## src/rtl/demux4_tdm_if.sv

```systemverilog
// Bundle of the TDM input stream and the demuxed channel outputs.
// The source side (master) drives the byte stream and observes the channels;
// the demux (slave) consumes the stream and drives the channels and status.
interface demux4_tdm_if #(
    parameter int WIDTH = 8
);
    logic [WIDTH-1:0] din;
    logic             din_valid;
    logic             din_sof;
    logic [WIDTH-1:0] data0;
    logic [WIDTH-1:0] data1;
    logic [WIDTH-1:0] data2;
    logic [WIDTH-1:0] data3;
    logic             frame_valid;
    logic [1:0]       slot;
    logic             err;
    logic [1:0]       err_code;

    modport master (
        output din, din_valid, din_sof,
        input  data0, data1, data2, data3, frame_valid, slot, err, err_code
    );

    modport slave (
        input  din, din_valid, din_sof,
        output data0, data1, data2, data3, frame_valid, slot, err, err_code
    );
endinterface

```

## src/rtl/demux4_tdm.sv

```systemverilog
// Receive side of the 4:1 TDM byte path. Slots 0..2 of a frame are staged in
// shadow registers; the edge that samples slot 3 loads all four channels at
// once and pulses frame_valid. Missing SOF, early SOF and mid-frame stalls
// are reported as single-cycle err pulses with a held err_code.
module demux4_tdm #(
    parameter int WIDTH   = 8,
    parameter int TIMEOUT = 16   // idle cycles mid-frame before abort; 0 = never
) (
    input  logic         clk,
    input  logic         rst_n,
    demux4_tdm_if.slave  bus
);
    typedef enum logic {
        IDLE,
        COLLECT
    } state_t;

    // The counter only ever needs to reach TIMEOUT-1 before the abort fires.
    localparam int                CNT_W    = (TIMEOUT > 1) ? $clog2(TIMEOUT) : 1;
    localparam logic [CNT_W-1:0]  CNT_LAST = CNT_W'((TIMEOUT > 0) ? TIMEOUT - 1 : 0);

    localparam logic [1:0] ERR_NO_SOF    = 2'b01;
    localparam logic [1:0] ERR_EARLY_SOF = 2'b10;
    localparam logic [1:0] ERR_TIMEOUT   = 2'b11;

    state_t           state_q, state_d;
    logic [1:0]       slot_q, slot_d;
    logic [CNT_W-1:0] idle_cnt_q, idle_cnt_d;
    logic [WIDTH-1:0] shadow_q [3];
    logic [WIDTH-1:0] data_q   [4];
    logic             frame_valid_q;
    logic             err_q, err_d;
    logic [1:0]       err_code_q, err_code_d;
    logic             shadow_we;
    logic [1:0]       shadow_idx;
    logic             frame_load;

    // Next-state, slot tracking, error classification and idle counting.
    always_comb begin
        // NOTE: every signal gets a default before the case so no path leaves
        // one unassigned, which would otherwise infer a latch.
        state_d    = state_q;
        slot_d     = slot_q;
        idle_cnt_d = '0;
        shadow_we  = 1'b0;
        shadow_idx = slot_q;
        frame_load = 1'b0;
        err_d      = 1'b0;
        err_code_d = err_code_q;

        unique case (state_q)
            IDLE: begin
                slot_d = 2'd0;
                if (bus.din_valid) begin
                    if (bus.din_sof) begin
                        shadow_we  = 1'b1;
                        shadow_idx = 2'd0;
                        slot_d     = 2'd1;
                        state_d    = COLLECT;
                    end else begin
                        err_d      = 1'b1;
                        err_code_d = ERR_NO_SOF;
                    end
                end
            end

            COLLECT: begin
                if (bus.din_valid) begin
                    if (bus.din_sof) begin
                        // Restart: the SOF byte becomes slot 0 of a new frame.
                        err_d      = 1'b1;
                        err_code_d = ERR_EARLY_SOF;
                        shadow_we  = 1'b1;
                        shadow_idx = 2'd0;
                        slot_d     = 2'd1;
                    end else if (slot_q == 2'd3) begin
                        frame_load = 1'b1;
                        slot_d     = 2'd0;
                        state_d    = IDLE;
                    end else begin
                        shadow_we  = 1'b1;
                        slot_d     = slot_q + 2'd1;
                    end
                end else if (TIMEOUT != 0) begin
                    if (idle_cnt_q == CNT_LAST) begin
                        err_d      = 1'b1;
                        err_code_d = ERR_TIMEOUT;
                        slot_d     = 2'd0;
                        state_d    = IDLE;
                    end else begin
                        idle_cnt_d = idle_cnt_q + 1'b1;
                    end
                end
            end

            default: state_d = IDLE;
        endcase
    end

    // State, shadow staging and registered outputs, with synchronous reset.
    always_ff @(posedge clk) begin
        // NOTE: sequential state uses non-blocking assignments so every
        // register samples the pre-edge values regardless of statement order.
        if (!rst_n) begin
            state_q       <= IDLE;
            slot_q        <= 2'd0;
            idle_cnt_q    <= '0;
            frame_valid_q <= 1'b0;
            err_q         <= 1'b0;
            err_code_q    <= 2'b00;
            // NOTE: the shadow and channel registers are reset explicitly, so
            // they cannot be mapped to RAM; at 7 bytes that is intended.
            for (int i = 0; i < 3; i++) shadow_q[i] <= '0;
            for (int i = 0; i < 4; i++) data_q[i]   <= '0;
        end else begin
            state_q       <= state_d;
            slot_q        <= slot_d;
            idle_cnt_q    <= idle_cnt_d;
            frame_valid_q <= frame_load;
            err_q         <= err_d;
            err_code_q    <= err_code_d;
            for (int i = 0; i < 3; i++) begin
                if (shadow_we && shadow_idx == 2'(i)) shadow_q[i] <= bus.din;
            end
            if (frame_load) begin
                data_q[0] <= shadow_q[0];
                data_q[1] <= shadow_q[1];
                data_q[2] <= shadow_q[2];
                data_q[3] <= bus.din;
            end
        end
    end

    assign bus.data0       = data_q[0];
    assign bus.data1       = data_q[1];
    assign bus.data2       = data_q[2];
    assign bus.data3       = data_q[3];
    assign bus.frame_valid = frame_valid_q;
    assign bus.slot        = slot_q;
    assign bus.err         = err_q;
    assign bus.err_code    = err_code_q;
endmodule
```

## src/flat_wrapper.sv

```systemverilog
// flat-port wrapper written by rule: the top's interface ports become plain ports
module demux4_tdm_flat 
#(
    parameter int WIDTH   = 8,
    parameter int TIMEOUT = 16                                                   
)
  (clk, rst_n, bus_din, bus_din_valid, bus_din_sof, bus_data0, bus_data1, bus_data2, bus_data3, bus_frame_valid, bus_slot, bus_err, bus_err_code);
  demux4_tdm_if #(.WIDTH(WIDTH)) bus_i ();
  input  logic clk;
  input  logic rst_n;
  input wire logic [$bits(bus_i.din)-1:0] bus_din;
  input wire logic [$bits(bus_i.din_valid)-1:0] bus_din_valid;
  input wire logic [$bits(bus_i.din_sof)-1:0] bus_din_sof;
  output wire logic [$bits(bus_i.data0)-1:0] bus_data0;
  output wire logic [$bits(bus_i.data1)-1:0] bus_data1;
  output wire logic [$bits(bus_i.data2)-1:0] bus_data2;
  output wire logic [$bits(bus_i.data3)-1:0] bus_data3;
  output wire logic [$bits(bus_i.frame_valid)-1:0] bus_frame_valid;
  output wire logic [$bits(bus_i.slot)-1:0] bus_slot;
  output wire logic [$bits(bus_i.err)-1:0] bus_err;
  output wire logic [$bits(bus_i.err_code)-1:0] bus_err_code;
  assign bus_i.din = bus_din;
  assign bus_i.din_valid = bus_din_valid;
  assign bus_i.din_sof = bus_din_sof;
  assign bus_data0 = bus_i.data0;
  assign bus_data1 = bus_i.data1;
  assign bus_data2 = bus_i.data2;
  assign bus_data3 = bus_i.data3;
  assign bus_frame_valid = bus_i.frame_valid;
  assign bus_slot = bus_i.slot;
  assign bus_err = bus_i.err;
  assign bus_err_code = bus_i.err_code;
  demux4_tdm #(.WIDTH(WIDTH), .TIMEOUT(TIMEOUT)) u_core (.clk(clk), .rst_n(rst_n), .bus(bus_i));
endmodule
```

## config.mk

```make
export PLATFORM = sky130hd
export DESIGN_NAME = demux4_tdm_flat
export DESIGN_NICKNAME = d
export VERILOG_FILES = /design/src/rtl/demux4_tdm_if.sv /design/src/rtl/demux4_tdm.sv /design/src/flat_wrapper.sv
export SDC_FILE = /design/constraint.sdc
export NUM_CORES = 1
export LEC_CHECK = 0
export CORE_MARGIN = 3
export CORE_UTILIZATION = 46
export CTS_CLUSTER_SIZE = 24
export DETAILED_ROUTE_END_ITERATION = 12
export GPL_TIMING_DRIVEN = 1
export PLACE_DENSITY = 0.79
export SYNTH_ARGS = -nofsm -noshare
export SYNTH_HDL_FRONTEND = slang
export SYNTH_SLANG_ARGS = --single-unit
```

## constraint.sdc

```tcl
create_clock -name clk -period 3.8 [get_ports clk]
set_clock_uncertainty 0.2 [all_clocks]
set_input_delay 0.57 -clock clk [delete_from_list [all_inputs] [get_ports clk]]
set_output_delay 0.57 -clock clk [all_outputs]
set_load 0.03 [all_outputs]
```

==> flow_summary.yaml <==
status:
  status: "completed"
setup_path:
  slowest_delay_ns: 0.78
  cp_cell_sequence: "clkdlybuf4s50_1, nand2_1, nor3_4, and2_1"
  cp.required_ns: 3.79
  crit_arrival_ns: 2.46
  critPathLaunchType: "input port"
  worstSetupPathType: "input port to flop"
  crit_path_end_kind: "flop"
  crit_family: "simple AND/OR/NAND/NOR gates"
  r2r_slack_ns: 1.56
  path_buf_inv: 1
  cp_slowest_cell: "clkdlybuf4s50_1"
  critPathMaxFanout: 33
  crit_cells: 4
  reg2reg_depth: 4
global_routing:
  grt_max_degree: 34
  grtUsageTotal_pct: 13.5
  grt_pass1_vias: 1382
  overflow: 0
  grt_antenna_before_repair: 0
  grt_first_pass_wirelength_um: 6310
final_layout:
  fin_nets: 234
  syn2layout_area_growth_pct: 29.9
  fillers: 413
  seq_area_mm2: 0.00190
  final_area_mm2: 0.00328
  insertedDiodeCount: 0
  drive_above_1_share_pct: 10.7
  multiInputGateArea_um2: 576
detailed_routing:
  vias: 1405
  antenna_left: 0
  dr.first_iter.drc_count: 65
  drc: 0
  avgRoutedWirePerCell_um: 13.3
  wl_um: 3930
  viasPerCell: 4.76
  drt_pass1_iterations: 4
yosys:
  synth_cells: 163
  syn_nets: 177
  yosysSeqAreaShare_pct: 75.2
  yosys.area.top_type: "edfxtp_1"
  synthFlopType: "edfxtp_1"
  synth_top_area_share_pct: 66.5
  synth-edff-count: 56
  synth_area_mm2: 0.00253
  ys_async_sr_fraction_pct: 0
  yosys_register_bits: 67
  syn_area_per_cell_um2: 15.5
  yosysUniqueCellTypes: 33
  synth_area_leaders: "edfxtp_1, dfxtp_1, and2_1"
  synth_warnings: 0
power_and_ir_drop:
  p_leak_nw: 1.19
  peakVddDrop_mv: 0.238
  power.density_mw_per_mm2: 455
cts:
  post_cts_buffers: 0
  clock-sinks: 67
  cts_made_buffers: 9
  cts.htree.levels: 3
  ctsLongestPathBuffers: 2
  ctsResizeCount: 0
  cts_tree: "built"
  postCtsHoldBufs: 0
  clock_latency_ns: 0.33
  path_clk_slew_ns: 0.07
  clock_tree.root_cell: "clkbuf_8"
floorplan:
  dieArea_mm2: 0.00642
  die_w_um: 80.1
  io_pins: 50
  start_util_pct: 48.6
  rows: 26
  coreArea_mm2: 0.00520
  fp.dieH_um: 80.1
timing:
  fmax_mhz: 406
  tightest_slew_ns: 0.822
  post-route-period-util_pct: 64.8
  grt_setup_unrepaired: "no"
  setup_tns_ns: 0
  slew-limit-headroom_pct: 45.0
  finalMaxSlewViolations: 0
  period_needed_ns: 2.46
  setup_viol: 0
  hold_viol: 0
flow_run:
  cap_violations: 0
placement:
  placed_area_mm2: 0.00310
  dpl.hpwl_um: 2600
  gp_congestion: 0.825
  numPortBuffers: 49
hold_path:
  min_path_type: "flop to flop"
  hold_depth: 1
## power breakdown
part           internal [mW]  switching (mW)
clock network          0.298           0.246
logic                 0.0459          0.0677
registers              0.825          0.0106
total                   1.17           0.324
## worst register-to-register path, delay by kind of cell (launching register included)
kind | cells | cell delay, ns
compound gates | 1 | 0.66
flops | 1 | 0.49
fa+ha+maj | 1 | 0.27
simple gates | 1 | 0.21
buf+inv | 1 | 0.11
## registers in the layout, indices dropped and copies added (netlist names)
register                count
u_core.bus.slot             2
u_core.bus.err              1
u_core.bus.err_code         2
u_core.data_q              32
u_core.bus.frame_valid      1
u_core.state_q              1
u_core.idle_cnt_q           4
u_core.shadow_q            24
## worst paths after layout
path / endpoint / startpoint
max: u_core.data_q[3][3] / rst_n
min: u_core.idle_cnt_q[0] / u_core.idle_cnt_q[0]
max reg2reg: u_core.shadow_q[0][17] / u_core.bus.slot[0]
min reg2reg: u_core.idle_cnt_q[0] / u_core.idle_cnt_q[0]
## synth_stat cells, drive strengths merged, types with 2 or more instances
master / n
nand3: 3
o41ai: 2
nor2: 6
a31oi: 2
inv: 5
nor2b: 3
nor3b: 8
and2: 32
a21boi: 2
dfxtp: 11
edfxtp: 56
buf: 5
o21ai: 3
ha: 2
nand2: 9
## routing by layer
metal  up-vias  track usage, %  wire length [um]
met5         -               0                 0
met4         0            6.59                42
met3         6            5.49               297
met2        45            22.1              1950
met1       649            15.3              1640
li1        705               -                 -
## logic make-up after synthesis
logic type	count (synthesis)	share of synthesized area [%]
flip-flops	67	75.2
AND/OR/NAND/NOR	66	15.9
AO/OA/AOI/OAI	15	4.46
buffers and inverters	11	2.72
XOR/XNOR	2	0.693
adder cells (fa/ha/maj)	2	0.990
## cell type report
| type | count | share of cell area (%) |
|---|---|---|
| sequential | 67 | 57.9 |
| multi-input combinational | 85 | 17.5 |
| timing repair buffer | 52 | 15.6 |
| clock buffer | 10 | 3.89 |
| tap | 70 | 2.67 |
| clock inverter | 6 | 1.75 |
| inverter | 5 | 0.572 |
## through the flow
stage | total power [mW] | std cells | utilization [%] | hold slack [ns] | worst slack (ns)
after detailed placement | 0.966 | 279 | 59.5 | 0.244 | 0.995
after global routing | 1.55 | 295 | 63.1 | 0.293 | 1.15
after floorplan | 0.912 | 163 | - | 0.218 | 0.791
final | 1.49 | 295 | 63.1 | 0.255 | 1.34
after CTS | 1.51 | 295 | 63.1 | 0.258 | 1.34
after global placement | 0.964 | 279 | 59.5 | 0.230 | 1.05
## layout by cell type, fill, tap and decap left out, types with 2 or more instances in the layout
master           count
and2_1              32
buf_4                3
clkbuf_8             9
clkdlybuf4s50_1     49
clkinv_2             4
dfxtp_1             11
edfxtp_1            56
ha_1                 2
inv_1                5
nand2_1              9
nand3_1              3
nor2_1               6
nor2b_1              3
nor3b_1              8
o21ai_0              2
o41ai_2              2
Note: power is estimated with default switching activity, not from simulation.
